===== src/rtl/mem_access_if.sv =====
// Execute / data-bus / writeback signal bundle for the memory stage.
// slave is the mem_access side, master the surrounding pipeline and bus.
interface mem_access_if;
  logic        ex_valid;
  logic        ex_ready;
  logic [63:0] ex_aluOut;
  logic [63:0] ex_storeData;
  logic [1:0]  ex_memOp;
  logic [1:0]  ex_size;
  logic        ex_unsigned;
  logic [4:0]  ex_rd;
  logic        ex_regWrite;
  logic        dreq_valid;
  logic        dreq_ready;
  logic [63:0] dreq_addr;
  logic [63:0] dreq_data;
  logic [7:0]  dreq_strobe;
  logic        dreq_write;
  logic        dresp_valid;
  logic [63:0] dresp_data;
  logic        wb_valid;
  logic        wb_ready;
  logic [63:0] wb_data;
  logic [4:0]  wb_rd;
  logic        wb_regWrite;
  logic        wb_fault;

  modport slave (
    input  ex_valid, ex_aluOut, ex_storeData, ex_memOp,
    input  ex_size, ex_unsigned, ex_rd, ex_regWrite,
    output ex_ready,
    output dreq_valid, dreq_addr, dreq_data, dreq_strobe, dreq_write,
    input  dreq_ready,
    input  dresp_valid, dresp_data,
    output wb_valid, wb_data, wb_rd, wb_regWrite, wb_fault,
    input  wb_ready
  );

  modport master (
    output ex_valid, ex_aluOut, ex_storeData, ex_memOp,
    output ex_size, ex_unsigned, ex_rd, ex_regWrite,
    input  ex_ready,
    input  dreq_valid, dreq_addr, dreq_data, dreq_strobe, dreq_write,
    output dreq_ready,
    output dresp_valid, dresp_data,
    input  wb_valid, wb_data, wb_rd, wb_regWrite, wb_fault,
    output wb_ready
  );
endinterface


===== src/rtl/mem_access.sv =====
// Memory stage: one load/store in flight, bus timeout, aligned
// lane steering and sign/zero extension toward writeback.
module mem_access #(
  parameter int unsigned TIMEOUT = 64
) (
  input logic         clk,
  input logic         rst_n,
  mem_access_if.slave bus
);

  typedef enum logic [1:0] {IDLE, REQ, WAIT, DONE} state_t;

  localparam logic [7:0] CntLast = 8'(TIMEOUT - 1);

  state_t      state;
  state_t      stateNext;
  logic [7:0]  cnt;
  logic [63:0] addrQ;
  logic [63:0] dataQ;
  logic [7:0]  strobeQ;
  logic        writeQ;
  logic        unsQ;
  logic [1:0]  sizeQ;
  logic [4:0]  rdQ;
  logic        regWriteQ;
  logic [63:0] wbData;
  logic        wbRegWrite;
  logic        wbFault;

  logic        take;
  logic        misalign;
  logic        bad;
  logic        respHit;
  logic        expired;
  logic [7:0]  strobeBase;
  logic [63:0] respShift;
  logic [63:0] loadData;

  assign take    = (state == IDLE) && bus.ex_valid;
  assign respHit = (state == WAIT) && bus.dresp_valid;
  assign expired = (state == WAIT) && !bus.dresp_valid
                   && (cnt == CntLast);

  always_comb begin
    misalign   = 1'b0;
    strobeBase = 8'h01;
    unique case (bus.ex_size)
      2'd0: begin
        misalign   = 1'b0;
        strobeBase = 8'h01;
      end
      2'd1: begin
        misalign   = bus.ex_aluOut[0];
        strobeBase = 8'h03;
      end
      2'd2: begin
        misalign   = |bus.ex_aluOut[1:0];
        strobeBase = 8'h0F;
      end
      2'd3: begin
        misalign   = |bus.ex_aluOut[2:0];
        strobeBase = 8'hFF;
      end
    endcase
  end

  assign bad = (bus.ex_memOp == 2'd3)
               || ((bus.ex_memOp != 2'd0) && misalign);

  assign respShift = bus.dresp_data >> {addrQ[2:0], 3'b000};

  always_comb begin
    loadData = respShift;
    unique case (sizeQ)
      2'd0: loadData = unsQ ? {56'd0, respShift[7:0]}
                            : {{56{respShift[7]}}, respShift[7:0]};
      2'd1: loadData = unsQ ? {48'd0, respShift[15:0]}
                            : {{48{respShift[15]}}, respShift[15:0]};
      2'd2: loadData = unsQ ? {32'd0, respShift[31:0]}
                            : {{32{respShift[31]}}, respShift[31:0]};
      2'd3: loadData = respShift;
    endcase
  end

  always_ff @(posedge clk or negedge rst_n) begin
    if (!rst_n) state <= IDLE;
    else        state <= stateNext;
  end

  always_comb begin
    stateNext = state;
    unique case (state)
      IDLE: if (bus.ex_valid)
              stateNext = (bus.ex_memOp == 2'd0 || bad) ? DONE : REQ;
      REQ:  if (bus.dreq_ready) stateNext = WAIT;
      WAIT: if (bus.dresp_valid || cnt == CntLast) stateNext = DONE;
      DONE: if (bus.wb_ready) stateNext = IDLE;
    endcase
  end

  // Zero outside WAIT so every entry starts from a clean count.
  always_ff @(posedge clk or negedge rst_n) begin
    if (!rst_n)                cnt <= 8'd0;
    else if (state != WAIT)    cnt <= 8'd0;
    else if (!bus.dresp_valid) cnt <= cnt + 8'd1;
  end

  always_ff @(posedge clk or negedge rst_n) begin
    if (!rst_n) begin
      addrQ      <= '0;
      dataQ      <= '0;
      strobeQ    <= '0;
      writeQ     <= 1'b0;
      unsQ       <= 1'b0;
      sizeQ      <= '0;
      rdQ        <= '0;
      regWriteQ  <= 1'b0;
      wbData     <= '0;
      wbRegWrite <= 1'b0;
      wbFault    <= 1'b0;
    end else if (take) begin
      addrQ     <= bus.ex_aluOut;
      dataQ     <= bus.ex_storeData << {bus.ex_aluOut[2:0], 3'b000};
      strobeQ   <= strobeBase << bus.ex_aluOut[2:0];
      writeQ    <= (bus.ex_memOp == 2'd2);
      unsQ      <= bus.ex_unsigned;
      sizeQ     <= bus.ex_size;
      rdQ       <= bus.ex_rd;
      regWriteQ <= bus.ex_regWrite;
      if (bus.ex_memOp == 2'd0) begin
        wbData     <= bus.ex_aluOut;
        wbRegWrite <= bus.ex_regWrite;
        wbFault    <= 1'b0;
      end else begin
        wbData     <= '0;
        wbRegWrite <= 1'b0;
        wbFault    <= bad;
      end
    end else if (respHit) begin
      wbData     <= writeQ ? 64'd0 : loadData;
      wbRegWrite <= !writeQ && regWriteQ;
      wbFault    <= 1'b0;
    end else if (expired) begin
      wbData     <= '0;
      wbRegWrite <= 1'b0;
      wbFault    <= 1'b1;
    end
  end

  assign bus.ex_ready    = (state == IDLE);
  assign bus.dreq_valid  = (state == REQ);
  assign bus.dreq_addr   = addrQ;
  assign bus.dreq_data   = dataQ;
  assign bus.dreq_strobe = strobeQ;
  assign bus.dreq_write  = writeQ;
  assign bus.wb_valid    = (state == DONE);
  assign bus.wb_data     = wbData;
  assign bus.wb_rd       = rdQ;
  assign bus.wb_regWrite = wbRegWrite;
  assign bus.wb_fault    = wbFault;

endmodule


===== src/flat_wrapper.sv =====
// flat-port wrapper written by rule: the top's interface ports become plain ports
module mem_access_flat 
#(
  parameter int unsigned TIMEOUT = 64
)
  (clk, rst_n, bus_ex_valid, bus_ex_aluOut, bus_ex_storeData, bus_ex_memOp, bus_ex_size, bus_ex_unsigned, bus_ex_rd, bus_ex_regWrite, bus_ex_ready, bus_dreq_valid, bus_dreq_addr, bus_dreq_data, bus_dreq_strobe, bus_dreq_write, bus_dreq_ready, bus_dresp_valid, bus_dresp_data, bus_wb_valid, bus_wb_data, bus_wb_rd, bus_wb_regWrite, bus_wb_fault, bus_wb_ready);
  mem_access_if bus_i ();
  input logic clk;
  input logic rst_n;
  input wire logic [$bits(bus_i.ex_valid)-1:0] bus_ex_valid;
  input wire logic [$bits(bus_i.ex_aluOut)-1:0] bus_ex_aluOut;
  input wire logic [$bits(bus_i.ex_storeData)-1:0] bus_ex_storeData;
  input wire logic [$bits(bus_i.ex_memOp)-1:0] bus_ex_memOp;
  input wire logic [$bits(bus_i.ex_size)-1:0] bus_ex_size;
  input wire logic [$bits(bus_i.ex_unsigned)-1:0] bus_ex_unsigned;
  input wire logic [$bits(bus_i.ex_rd)-1:0] bus_ex_rd;
  input wire logic [$bits(bus_i.ex_regWrite)-1:0] bus_ex_regWrite;
  output wire logic [$bits(bus_i.ex_ready)-1:0] bus_ex_ready;
  output wire logic [$bits(bus_i.dreq_valid)-1:0] bus_dreq_valid;
  output wire logic [$bits(bus_i.dreq_addr)-1:0] bus_dreq_addr;
  output wire logic [$bits(bus_i.dreq_data)-1:0] bus_dreq_data;
  output wire logic [$bits(bus_i.dreq_strobe)-1:0] bus_dreq_strobe;
  output wire logic [$bits(bus_i.dreq_write)-1:0] bus_dreq_write;
  input wire logic [$bits(bus_i.dreq_ready)-1:0] bus_dreq_ready;
  input wire logic [$bits(bus_i.dresp_valid)-1:0] bus_dresp_valid;
  input wire logic [$bits(bus_i.dresp_data)-1:0] bus_dresp_data;
  output wire logic [$bits(bus_i.wb_valid)-1:0] bus_wb_valid;
  output wire logic [$bits(bus_i.wb_data)-1:0] bus_wb_data;
  output wire logic [$bits(bus_i.wb_rd)-1:0] bus_wb_rd;
  output wire logic [$bits(bus_i.wb_regWrite)-1:0] bus_wb_regWrite;
  output wire logic [$bits(bus_i.wb_fault)-1:0] bus_wb_fault;
  input wire logic [$bits(bus_i.wb_ready)-1:0] bus_wb_ready;
  assign bus_i.ex_valid = bus_ex_valid;
  assign bus_i.ex_aluOut = bus_ex_aluOut;
  assign bus_i.ex_storeData = bus_ex_storeData;
  assign bus_i.ex_memOp = bus_ex_memOp;
  assign bus_i.ex_size = bus_ex_size;
  assign bus_i.ex_unsigned = bus_ex_unsigned;
  assign bus_i.ex_rd = bus_ex_rd;
  assign bus_i.ex_regWrite = bus_ex_regWrite;
  assign bus_ex_ready = bus_i.ex_ready;
  assign bus_dreq_valid = bus_i.dreq_valid;
  assign bus_dreq_addr = bus_i.dreq_addr;
  assign bus_dreq_data = bus_i.dreq_data;
  assign bus_dreq_strobe = bus_i.dreq_strobe;
  assign bus_dreq_write = bus_i.dreq_write;
  assign bus_i.dreq_ready = bus_dreq_ready;
  assign bus_i.dresp_valid = bus_dresp_valid;
  assign bus_i.dresp_data = bus_dresp_data;
  assign bus_wb_valid = bus_i.wb_valid;
  assign bus_wb_data = bus_i.wb_data;
  assign bus_wb_rd = bus_i.wb_rd;
  assign bus_wb_regWrite = bus_i.wb_regWrite;
  assign bus_wb_fault = bus_i.wb_fault;
  assign bus_i.wb_ready = bus_wb_ready;
  mem_access #(.TIMEOUT(TIMEOUT)) u_core (.clk(clk), .rst_n(rst_n), .bus(bus_i));
endmodule

===== config.mk =====
export PLATFORM = sky130hd
export DESIGN_NAME = mem_access_flat
export DESIGN_NICKNAME = d
export VERILOG_FILES = /design/src/rtl/mem_access_if.sv /design/src/rtl/mem_access.sv /design/src/flat_wrapper.sv
export SDC_FILE = /design/constraint.sdc
export NUM_CORES = 1
export LEC_CHECK = 0
export ABC_CLOCK_PERIOD_IN_PS = 2100
export BUFFER_PORTS_ARGS = -buffer_cell sky130_fd_sc_hd__buf_2
export CAP_MARGIN = 20
export CORE_ASPECT_RATIO = 1.4
export CORE_MARGIN = 3
export CORE_UTILIZATION = 40
export CTS_CLUSTER_DIAMETER = 150
export DETAILED_ROUTE_END_ITERATION = 8
export PLACE_DENSITY = 0.66
export RECOVER_POWER = 100
export SLEW_MARGIN = 20
export SYNTH_ARGS = -nofsm -noshare
export SYNTH_HDL_FRONTEND = slang
export SYNTH_SLANG_ARGS = --single-unit

===== constraint.sdc =====
create_clock -name clk -period 2.1 [get_ports clk]
set_clock_uncertainty 0.1 [all_clocks]
set_input_delay 0.21 -clock clk [delete_from_list [all_inputs] [get_ports clk]]
set_output_delay 0.21 -clock clk [all_outputs]
set_load 0.02 [all_outputs]

==> metrics.md <==
| Metric | Value |
|---|---|
| Mapped Cells | `1301` |
| ANT nets after route | `0` |
| Combinational share of power | `54.6%` |
| Crit share post-route | `106%` |
| Number of top-level design ports | `420` |
| Worst supply voltage drop on vdd | `828 uV` |
| Final hold violation count | `0` |
| Endpoint required time on the critical path | `2.46 ns` |
| Outcome | `complete, but fails checks` |
| Via count of the first global-routing pass | `around 13000` |
| Internal portion of total power | `0.0136 W` |
| Leading cell types by count after synthesis | `sky130_fd_sc_hd__nand2_1, sky130_fd_sc_hd__dfrtp_1, sky130_fd_sc_hd__mux2i_1` |
| Initial Utilization | `40.8%` |
| Class of the tightest hold or removal check | `input pin to register` |
| Core Box Area | `30100 sq um` |
| Switching power | `0.0117 W` |
| Mapped Nets | `between 1500 and 2000` |
| Avg Inst Size Synth | `9.44 sq um` |
| DPL Wire Length | `about 40000 microns` |
| Worst hold slack | `around 0.046 ns` |
| Total global routing overflow | `0` |
| Hold Path Origin | `bus_ex_storeData[15]` |
| Clk pin slew, worst setup/hold paths | `0.06 ns` |
| Minimum setup slack among reg-to-reg paths | `-0.13 ns` |
| Horiz. Die Dim | `154 microns` |
| Die ar. | `32900 sq um` |
| First-pass iteration count of the detailed router | `5` |
| Number of synthesized register bits | `between 200 and 250` |
| Layout Nets | `2063` |
| Setup repair after global routing missed its margin | `true` |
| Number of warnings issued by yosys | `0` |
| Depth of the worst register-to-register path | `7` |
| Clock tree root buffer cell | `sky130_fd_sc_hd__clkbuf_16` |
| Leakage | `8.10 nW` |
| Clock share of power | `approximately 17%` |
| Kind of start point of the critical path | `register` |
| Maximum operating frequency | `0.449 GHz` |
| Global-route wire length before repair | `~80000 microns` |
| Number of antenna violations at the first check in global routing | `5` |
| Worst min-delay path endpoint | `u_core.bus.dreq_data[15]` |
| Crit. Startpoint | `u_core.bus.dreq_addr[1]` |
| Synthesis-to-layout area growth | `40.8%` |
| Number of buffers added by the clock tree synthesis step | `23` |
| Power density over the cells | `1460 nW/um^2` |
| Hold depth | `3` |
| Routed length per instance | `24.2 microns` |
| Launch instance of the worst register-to-register path | `u_core.bus.dreq_addr[1]` |
| Most area-hungry cell type in the Yosys netlist | `sky130_fd_sc_hd__dfrtp_1` |
| Share of flip-flops with an asynchronous set or reset | `100%` |
| Count of max-cap constraint violations | `1` |
| Number of enable-type register cells in the synthesized netlist | `0` |
| Worst-Margin Slew | `1.90 ns` |
| # setup viols final | `58` |
| Non-filler instance count after layout | `2251` |
| Minimum clock period | `2.23 ns` |
| Number of levels in the clock H-tree | `1` |
| Total number of vias | `12800` |
| End of the worst register-to-register path | `u_core.bus.wb_data[31]` |
| Drc violations | `0` |
| Violations in the final reports | `capacitance limit, slew limit, setup timing` |
| Worst slack, placed | `-0.216 ns` |
| Data arrival time of the critical path | `2.59 ns` |
| Total design power | `0.0253 W` |
| Sinks on the clock net | `222` |
| Fraction of the yosys area taken by sequential cells | `45.2%` |
| Clock insertion delay at the later pin of the skew report | `0.52 ns` |
| Global-route usage over all layers | `31.5%` |
| Count of standard-cell rows | `75` |
| Synth Flop Type | `sky130_fd_sc_hd__dfrtp_1` |
| Drt initial violations | `840` |
| Vertical die dimension | `about 210 microns` |
| Most instantiated library cell after synthesis | `sky130_fd_sc_hd__nand2_1` |
| Post-layout worst setup margin | `-0.126 ns` |
| Distinct cell type count of the synthesized netlist | `58` |
| Number of vias per cell after detailed routing | `about 5.7` |
| Fraction of final layout cells sized beyond drive strength 1 | `27.6%` |
| Max Buffers Root-to-Sink | `3` |
| Highest fanout seen on the critical path | `7` |
| Cell types occupying the most area after synthesis | `sky130_fd_sc_hd__dfrtp_1, sky130_fd_sc_hd__nand2_1, sky130_fd_sc_hd__mux2i_1, sky130_fd_sc_hd__mux4_2, sky130_fd_sc_hd__a22oi_1` |
| Switching power as a share of total power | `46.2%` |
| Count of input and output buffers | `419` |
| Worst slew margin | `-26.9%` |
| Number of pins exceeding their max-slew limit in the final report | `61` |
| Portion of total power attributed to sequential cells | `28.9%` |
| Total wirelength of the detailed-routed design | `54400 microns` |
| Pin count of the biggest net entering global routing | `80` |
| Worst setup EP type | `register` |
| TritonCTS clock tree | `done` |
| Start-to-end type of the worst setup path | `register to register` |
| Gpl congestion | `1.02` |
| Setup TNS | `-3.63 ns` |
| Placed insts | `2118` |
| Share of the synthesized area in the top cell type | `45.2%` |
| Area of the mapped netlist | `12300 sq um` |
power by group through the flow:
stage,combinational (W),clock [W],sequential [W]
3_3_place_gp,0.0132,0,0.00720
5_1_grt,0.0148,0.00443,0.00749
4_1_cts,0.0139,0.00430,0.00719
6_report,0.0138,0.00420,0.00731
3_5_place_dp,0.0134,0,0.00722
2_1_floorplan,0.00594,0,0.00914
timing repair:
action	CTS	global route
hold buffers	82	0
endpoints found under the setup margin	64	63
resized for setup	26	48
pin swaps	13	29
setup buffers	1	1
hold endpoints to repair	274	0
gates cloned	6	1
critical path, cell delays in order, from the launching register on:
cell and delay (ns):
sky130_fd_sc_hd__dfrtp_2 0.47, sky130_fd_sc_hd__mux2i_1 0.14, sky130_fd_sc_hd__a2111o_1 0.42, sky130_fd_sc_hd__or4_4 0.46
sky130_fd_sc_hd__buf_6 0.15, sky130_fd_sc_hd__buf_6 0.11, sky130_fd_sc_hd__a22oi_2 0.16, sky130_fd_sc_hd__o22a_1 0.14
registers in the layout, indices dropped and copies added (netlist names), 2 cells and up:
signal and cells:
u_core.bus.dreq_addr 64, u_core.bus.dreq_data 64, u_core.bus.dreq_strobe 8, u_core.bus.wb_data 64, u_core.bus.wb_rd 5, u_core.cnt 8
u_core.sizeQ 2, u_core.state 2
cell families (layout without fill, tap and decap cells):
kind of cell    after synthesis  after routing  share of synthesized area [%]
simple gates                469            473                           16.8
mux                         146            146                           14.5
fa+ha+maj                     6              6                          0.591
xor+xnor                      8              8                          0.570
other cells                   0              1                              0
flops                       222            222                           45.2
buf+inv                     118            678                           4.11
compound gates              332            332                           18.2
how the worst max path moves through the flow:
stage                             endpoint  slack [ns]  cells after the start
floorplan           u_core.bus.wb_data[53]       -0.18                      9
CTS                 u_core.bus.wb_data[18]       -0.18                      9
global route        u_core.bus.wb_data[21]       -0.19                      9
detailed placement  u_core.bus.wb_data[30]       -0.22                      6
global placement    u_core.bus.wb_data[26]       -0.15                      8
finish              u_core.bus.wb_data[31]       -0.13                      7
layout make-up:
class | count | area, sq um
Fill cell | 2792 | 12800
Multi-Input combinational cell | 965 | 6570
Sequential cell | 222 | 5560
Timing Repair Buffer | 632 | 3910
Clock buffer | 31 | 636
Tap cell | 385 | 482
Clock inverter | 10 | 118
Inverter | 5 | 18.8
Antenna cell | 1 | 2.50
layout by cell type (no fill, tap or decap), drive strengths merged, types with 4 or more instances in the layout:
cell	netlist	final
and3	33	33
mux2i	102	102
o211ai	6	6
nand2b	9	9
o221a	7	7
nor3	6	6
a21oi	27	27
clkinv	0	4
mux2	21	21
buf	37	339
nor2b	14	14
mux4	23	23
clkbuf	76	240
a211oi	23	23
nand2	319	319
a22oi	57	57
o21a	9	9
xor2	4	4
a2bb2oi	9	9
nand3	25	25
and2	10	14
inv	5	6
o22ai	11	11
o22a	7	7
dfrtp	222	222
o21ai	126	126
a22o	25	25
xnor2	4	4
o221ai	9	9
nor2	33	33
dlygate4sd3	0	82
ha	5	5
nor4bb	4	4
per-layer routing:
metal | wire length, microns | share of wire, % | track usage [%] | vias up
met2 | 27900 | 51 | 57.4 | 650
met3 | 3680 | 6.8 | 5.31 | 140
li1 | - | - | - | 5769
met5 | 66 | 0.12 | 0 | -
met1 | 19700 | 36 | 36.0 | 6262
met4 | 3040 | 5.6 | 14.6 | 10
metrics by stage:
stage,area (sq um),utilization [%]
3_5_place_dp,15600,51.7
5_1_grt,17300,57.4
2_1_floorplan,12300,-
3_3_place_gp,15600,51.7
6_report,17300,57.4
4_1_cts,17400,57.7
Note: power is estimated with default switching activity, not from simulation.
